## config.mk

```make
export PLATFORM = sky130hd
export DESIGN_NAME = usb_readout_controller
export DESIGN_NICKNAME = d
export VERILOG_FILES = /design/src/rtl/usb_readout_controller_pkg.sv /design/src/rtl/usb_readout_controller_sync_fifo.sv /design/src/rtl/usb_readout_controller.sv
export SDC_FILE = /design/constraint.sdc
export NUM_CORES = 1
export LEC_CHECK = 0
export CAP_MARGIN = 20
export CORE_UTILIZATION = 54
export CTS_CLUSTER_SIZE = 14
export DETAILED_ROUTE_END_ITERATION = 12
export HOLD_SLACK_MARGIN = 0.12
export PLACE_DENSITY = 0.79
export SLEW_MARGIN = 15
export SYNTH_ARGS = -nofsm -noshare
export SYNTH_HDL_FRONTEND = slang
export SYNTH_SLANG_ARGS = --single-unit
```

## constraint.sdc

```tcl
create_clock -name CLOCK_50 -period 3.15 [get_ports CLOCK_50]
set_input_delay 0.7875 -clock CLOCK_50 [delete_from_list [all_inputs] [get_ports CLOCK_50]]
set_output_delay 0.7875 -clock CLOCK_50 [all_outputs]
set_load 0.005 [all_outputs]
```

## src/rtl/usb_readout_controller_pkg.sv

```systemverilog
// Shared definitions for the FT245 readout controller: FSM encoding and command bytes.
package usb_readout_controller_pkg;

    typedef enum logic [2:0] {
        IDLE       = 3'd0,
        CMD_RD     = 3'd1,
        CMD_DECODE = 3'd2,
        READOUT    = 3'd3,
        DRAIN      = 3'd4
    } state_t;

    localparam logic [7:0] CMD_ACQUIRE = 8'h41;
    localparam logic [7:0] CMD_READ    = 8'h52;

endpackage

```

## src/rtl/usb_readout_controller_sync_fifo.sv

```systemverilog
// Small synchronous FIFO with show-ahead head output; holds RAM bytes waiting for FT245 write slots.
module sync_fifo #(
    parameter int WIDTH = 8,
    parameter int DEPTH = 4,
    localparam int AW = (DEPTH > 1) ? $clog2(DEPTH) : 1,
    localparam int CW = $clog2(DEPTH + 1)
) (
    input  logic             clk,
    input  logic             reset,
    input  logic             push,
    input  logic [WIDTH-1:0] din,
    input  logic             pop,
    output logic [WIDTH-1:0] dout,
    output logic [CW-1:0]    count,
    output logic             empty,
    output logic             full
);

    logic [WIDTH-1:0] mem [DEPTH];
    logic [AW-1:0]    wr_ptr;
    logic [AW-1:0]    rd_ptr;
    logic             do_push;
    logic             do_pop;

    assign empty   = (count == '0);
    assign full    = (count == CW'(DEPTH));
    assign do_pop  = pop && !empty;
    assign do_push = push && (!full || do_pop);
    assign dout    = mem[rd_ptr];

    function automatic logic [AW-1:0] ptr_inc(input logic [AW-1:0] p);
        return (p == AW'(DEPTH - 1)) ? '0 : p + AW'(1);
    endfunction

    always_ff @(posedge clk) begin
        if (reset) begin
            wr_ptr <= '0;
            rd_ptr <= '0;
            count  <= '0;
        end else begin
            if (do_push) begin
                mem[wr_ptr] <= din;
                wr_ptr      <= ptr_inc(wr_ptr);
            end
            if (do_pop) begin
                rd_ptr <= ptr_inc(rd_ptr);
            end
            case ({do_push, do_pop})
                2'b10:   count <= count + CW'(1);
                2'b01:   count <= count - CW'(1);
                default: count <= count;
            endcase
        end
    end

endmodule

```

## src/rtl/usb_readout_controller.sv

```systemverilog
// FT245 command/readout controller: reads one command byte, pulses acquisition or streams
// nr_lines RAM bytes to the host through a credit-limited skid FIFO.
module usb_readout_controller
    import usb_readout_controller_pkg::*;
#(
    parameter int log_nr_lines = 10,
    parameter int nr_lines     = 1024,
    parameter int RD_LATENCY   = 2,
    parameter int FIFO_DEPTH   = 4
) (
    input  logic                    CLOCK_50,
    input  logic                    reset,
    input  logic                    rxf_n,
    input  logic                    txe_n,
    input  logic [7:0]              usb_din,
    input  logic [7:0]              send_byte,
    output logic                    rd_n,
    output logic                    wr_n,
    output logic [7:0]              usb_dout,
    output logic                    usb_oe,
    output logic [log_nr_lines-1:0] ram_rd_address,
    output logic                    acquire_signal,
    output logic                    busy,
    output state_t                  fsm_state
);

    localparam int FCW = $clog2(FIFO_DEPTH + 1);
    localparam int CW  = $clog2(FIFO_DEPTH + RD_LATENCY + 1);
    localparam logic [log_nr_lines-1:0] LAST_ADDR = log_nr_lines'(nr_lines - 1);

    state_t                  state;
    state_t                  state_next;
    logic                    rxf_meta, rxf_s;
    logic                    txe_meta, txe_s;
    logic                    rd_cnt;
    logic [7:0]              cmd;
    logic [log_nr_lines-1:0] addr;
    logic [RD_LATENCY-1:0]   vpipe;
    logic [CW-1:0]           in_flight;
    logic                    credit_ok;
    logic                    issue;
    logic                    clear_counters;
    logic                    write_start;
    logic [7:0]              fifo_head;
    logic [FCW-1:0]          fifo_count;
    logic                    fifo_empty;
    logic                    fifo_full;

    // Handshake: an address counts as issued in a READOUT cycle where credit_ok is high;
    // its byte is pushed RD_LATENCY cycles later, so in_flight + fifo_count bounds occupancy.
    always_comb begin
        in_flight = '0;
        for (int i = 0; i < RD_LATENCY; i++) begin
            in_flight = in_flight + CW'(vpipe[i]);
        end
    end

    assign credit_ok      = (in_flight + CW'(fifo_count)) < CW'(FIFO_DEPTH);
    assign issue          = (state == READOUT) && credit_ok;
    assign clear_counters = (state == CMD_DECODE) && (cmd == CMD_READ);
    assign write_start    = !fifo_empty && !txe_s && wr_n;

    assign rd_n           = (state != CMD_RD);
    assign usb_oe         = (state == READOUT) || (state == DRAIN);
    assign acquire_signal = (state == CMD_DECODE) && (cmd == CMD_ACQUIRE);
    assign busy           = (state != IDLE);
    assign ram_rd_address = addr;
    assign fsm_state      = state;

    always_comb begin
        state_next = state;
        case (state)
            IDLE:       if (!rxf_s) state_next = CMD_RD;
            CMD_RD:     if (rd_cnt) state_next = CMD_DECODE;
            CMD_DECODE: state_next = (cmd == CMD_READ) ? READOUT : IDLE;
            READOUT:    if (issue && (addr == LAST_ADDR)) state_next = DRAIN;
            // wr_n must be back high so the final strobe completes while the bus is still owned
            DRAIN:      if ((in_flight == '0) && fifo_empty && wr_n) state_next = IDLE;
            default:    state_next = IDLE;
        endcase
    end

    always_ff @(posedge CLOCK_50) begin
        if (reset) begin
            rxf_meta <= 1'b1;
            rxf_s    <= 1'b1;
            txe_meta <= 1'b1;
            txe_s    <= 1'b1;
            state    <= IDLE;
            rd_cnt   <= 1'b0;
            cmd      <= 8'h00;
            addr     <= '0;
            vpipe    <= '0;
            wr_n     <= 1'b1;
            usb_dout <= 8'h00;
        end else begin
            rxf_meta <= rxf_n;
            rxf_s    <= rxf_meta;
            txe_meta <= txe_n;
            txe_s    <= txe_meta;
            state    <= state_next;
            rd_cnt   <= (state == CMD_RD) ? !rd_cnt : 1'b0;
            if ((state == CMD_RD) && rd_cnt) begin
                cmd <= usb_din;
            end
            if (clear_counters) begin
                addr  <= '0;
                vpipe <= '0;
            end else begin
                if (issue && (addr != LAST_ADDR)) begin
                    addr <= addr + log_nr_lines'(1);
                end
                vpipe[0] <= issue;
                for (int i = 1; i < RD_LATENCY; i++) begin
                    vpipe[i] <= vpipe[i-1];
                end
            end
            wr_n <= !write_start;
            if (write_start) begin
                usb_dout <= fifo_head;
            end
        end
    end

    sync_fifo #(
        .WIDTH (8),
        .DEPTH (FIFO_DEPTH)
    ) u_fifo (
        .clk   (CLOCK_50),
        .reset (reset),
        .push  (vpipe[RD_LATENCY-1]),
        .din   (send_byte),
        .pop   (write_start),
        .dout  (fifo_head),
        .count (fifo_count),
        .empty (fifo_empty),
        .full  (fifo_full)
    );

endmodule
```

==> results.py <==
metrics = {
    "timing": {
        "period_needed_ps": 2921,
        "rsz0062_at_grt": "no",
        "fin_setup_tns_ps": 0,
        "skew_ps": 11.19,
        "fmax_mhz": 342.3,
        "fin_ws_ps": 228.6,
        "finalHoldViolations": 0,
        "worst_pin_slew_ps": 813.1,
        "min_period_over_period": 0.9274,
        "finalSetupViolCount": 0,
        "slew_headroom": 0.4547,
        "drv_slew": 0,
    },
    "worst_setup_path": {
        "arrival_ps": 2130,
        "worstSetupEndpointType": "output pin",
        "required_ps": 2360,
        "r2r_slack_ps": 900,
        "timing.critical_path.buf_inv": 1,
        "reg2reg_depth": 6,
        "cp-start-kind": "flip-flop",
        "cpPeakStageDelay_ps": 560,
        "crit_type": "reg -> out",
        "reg2reg_from": "vpipe[1]",
        "worst_path_max_delay_cell": "nor4bb_1",
        "path_cells": "nor4bb_1, and4_1, clkdlybuf4s50_1",
        "crit_start": "fsm_state[1]",
        "crit_family": "simple AND/OR/NAND/NOR gates",
        "worstPathMaxFanout": 9,
        "r2r-end": "ram_rd_address[1]",
    },
    "synth": {
        "synth.most_common_cell": "dfxtp_1",
        "synthDominantCellAreaShare": 0.2879,
        "yosysUniqueCellTypes": 55,
        "synthCells": 285,
        "yosys.area.top_type": "edfxtp_1",
        "ys_ff_latch": 76,
        "netlist_top_cells_count": "44 x dfxtp_1, 32 x edfxtp_1, 31 x nand2_1, 23 x nor2_1, 19 x a21oi_1",
        "synth_area_leaders": "edfxtp_1 29%, dfxtp_1 26%, mux4_2 5.4%",
        "synth_area_um2": 3338,
        "async_reset_ff_frac": 0,
        "synth_nets": 315,
        "yosysSeqAreaShare": 0.5517,
        "synth_edf_count": 32,
        "postSynthAreaPerCell_um2": 11.71,
        "yosys_most_used_dff": "dfxtp_1",
        "synth_warnings": 0,
    },
    "status": {
        "status": "finished, final reports clean",
    },
    "clocking": {
        "cts_setup_buffers": 0,
        "clkTransAtPathRegs_ps": 80,
        "cts-root-buf": "clkbuf_8",
        "cts.htree.levels": 3,
        "cts_tree": "done",
        "hold_buffers": 0,
        "insertion_delay_ps": 340,
        "cts_buffer_depth": 2,
        "cts_made_buffers": 9,
        "post_cts_resized": 0,
        "clock-sinks": 76,
    },
    "power_and_ir_drop": {
        "p_leak_uw": 0.001400,
        "powerDensity_nw_per_um2": 490.4,
        "max-vdd-ir-drop_mv": 0.3830,
    },
    "floorplan": {
        "coreArea_um2": 5956,
        "die_w_um": 80.63,
        "initial_utilization": 0.5605,
        "die_area_um2": 6500,
        "die_y_um": 80.63,
        "io_pins": 46,
        "rows": 28,
    },
    "routing": {
        "drc": 0,
        "via_per_inst": 5.596,
        "wl_per_cell_um": 14.59,
        "via_count": 2300,
        "drtAntennaViolNets": 0,
        "drtIter0Drc": 128,
        "routed_wl_um": 5996,
        "dr.pass1.iters": 4,
    },
    "grt": {
        "grt_max_degree": 21,
        "grt_use_total": 0.2067,
        "overflow": 0,
        "grt_pass1_wl_um": 10070,
        "antenna_found_initial": 0,
        "grt_pass1_vias": 2096,
    },
    "layout": {
        "nets": 361,
        "layout-drive-gt1-share": 0.1369,
        "diodes": 0,
        "syn2layout_area_growth_pct": 21.14,
    },
    "placed_design": {
        "port-buffer-count": 45,
        "gp_congestion": 0.8063,
        "hpwl_um": 4387,
        "dpl_worst_slack_ps": 586.2,
    },
    "job": {
        "maxCapViolCount": 0,
    },
    "worst_hold_path": {
        "min_path_type": "reg -> reg",
        "hold_depth": 1,
        "hold_end": "rxf_s",
        "hp-start": "rxf_meta",
    },
}
## area by class of cell
class	instances	area [um^2]
Inverter	12	45.04
Multi-Input combinational cell	184	1376
Clock inverter	7	90.09
Fill cell	454	1912
Clock buffer	9	123.9
Sequential cell	76	1842
Timing Repair Buffer	48	473.0
Tap cell	75	93.84
## report_power, final
part	leakage [uW]	switching, uW	internal (uW)
Clock	0.000110	394	390
Sequential	0.000643	16.0	1040
Combinational	0.000647	68.2	78.7
Total	0.00140	479	1500
## registers in the layout (all words and copies together) (netlist names)
| register | flops |
|---|---|
| rxf_meta | 1 |
| vpipe | 2 |
| u_fifo.count | 3 |
| txe_meta | 1 |
| rd_cnt | 1 |
| u_fifo.mem | 32 |
| usb_dout | 8 |
| u_fifo.wr_ptr | 2 |
| rxf_s | 1 |
| txe_s | 1 |
| fsm_state | 3 |
| wr_n | 1 |
| cmd | 8 |
| u_fifo.rd_ptr | 2 |
| ram_rd_address | 10 |
## kinds of logic after synthesis
| kind of cell | after synthesis | synth area share |
|---|---|---|
| simple gates | 105 | 0.1675 |
| flops | 76 | 0.5517 |
| compound gates | 46 | 0.1046 |
| buf+inv | 25 | 0.03598 |
| mux | 23 | 0.1004 |
| fa+ha+maj | 10 | 0.03973 |
## worst max-delay path by stage
stage                                  to  slack (ps)  depth (start not counted)
after detailed placement   acquire_signal         590                          3
after global placement     acquire_signal         660                          3
after global routing       acquire_signal          60                          3
after floorplan           u_fifo.count[2]         810                          7
final                      acquire_signal         230                          3
after CTS                  acquire_signal         220                          3
## layer usage
layer	routed length, um	track usage
met1	2944	0.3105
met2	2743	0.2873
met5	0	0
met4	49	0.08214
met3	258	0.04318
## worst register-to-register path: stages (launching register included)
cell,delay [ps]
dfxtp_1,370
ha_1,210
ha_1,290
and4_2,260
o31ai_2,700
o21ai_0,200
a21oi_1,170
## layout by cell type, fill, tap and decap left out, types with 7 or more instances in the layout
cell and n:
nor2_1 23, or3_1 7, mux2i_1 11, clkdlybuf4s50_1 45, mux4_2 8, clkbuf_8 9, dfxtp_1 44, inv_1 12
nand3_1 8, nand2_1 31, edfxtp_1 32, ha_1 9, a21oi_1 19
## stage by stage
| step | hold WS (ps) | util | area (um^2) | total power, uW | instances |
|---|---|---|---|---|---|
| finish | 414.3 | 0.6790 | 4044 | 1983 | 411 |
| global route | 428.4 | 0.6790 | 4044 | 2065 | 411 |
| CTS | 418.2 | 0.6790 | 4044 | 2001 | 411 |
| detailed placement | 398.9 | 0.6431 | 3830 | 1222 | 395 |
| global placement | 392.0 | 0.6431 | 3830 | 1218 | 395 |
| floorplan | 389.5 | - | 3338 | 1151 | 285 |
Note: power is estimated with default switching activity, not from simulation.
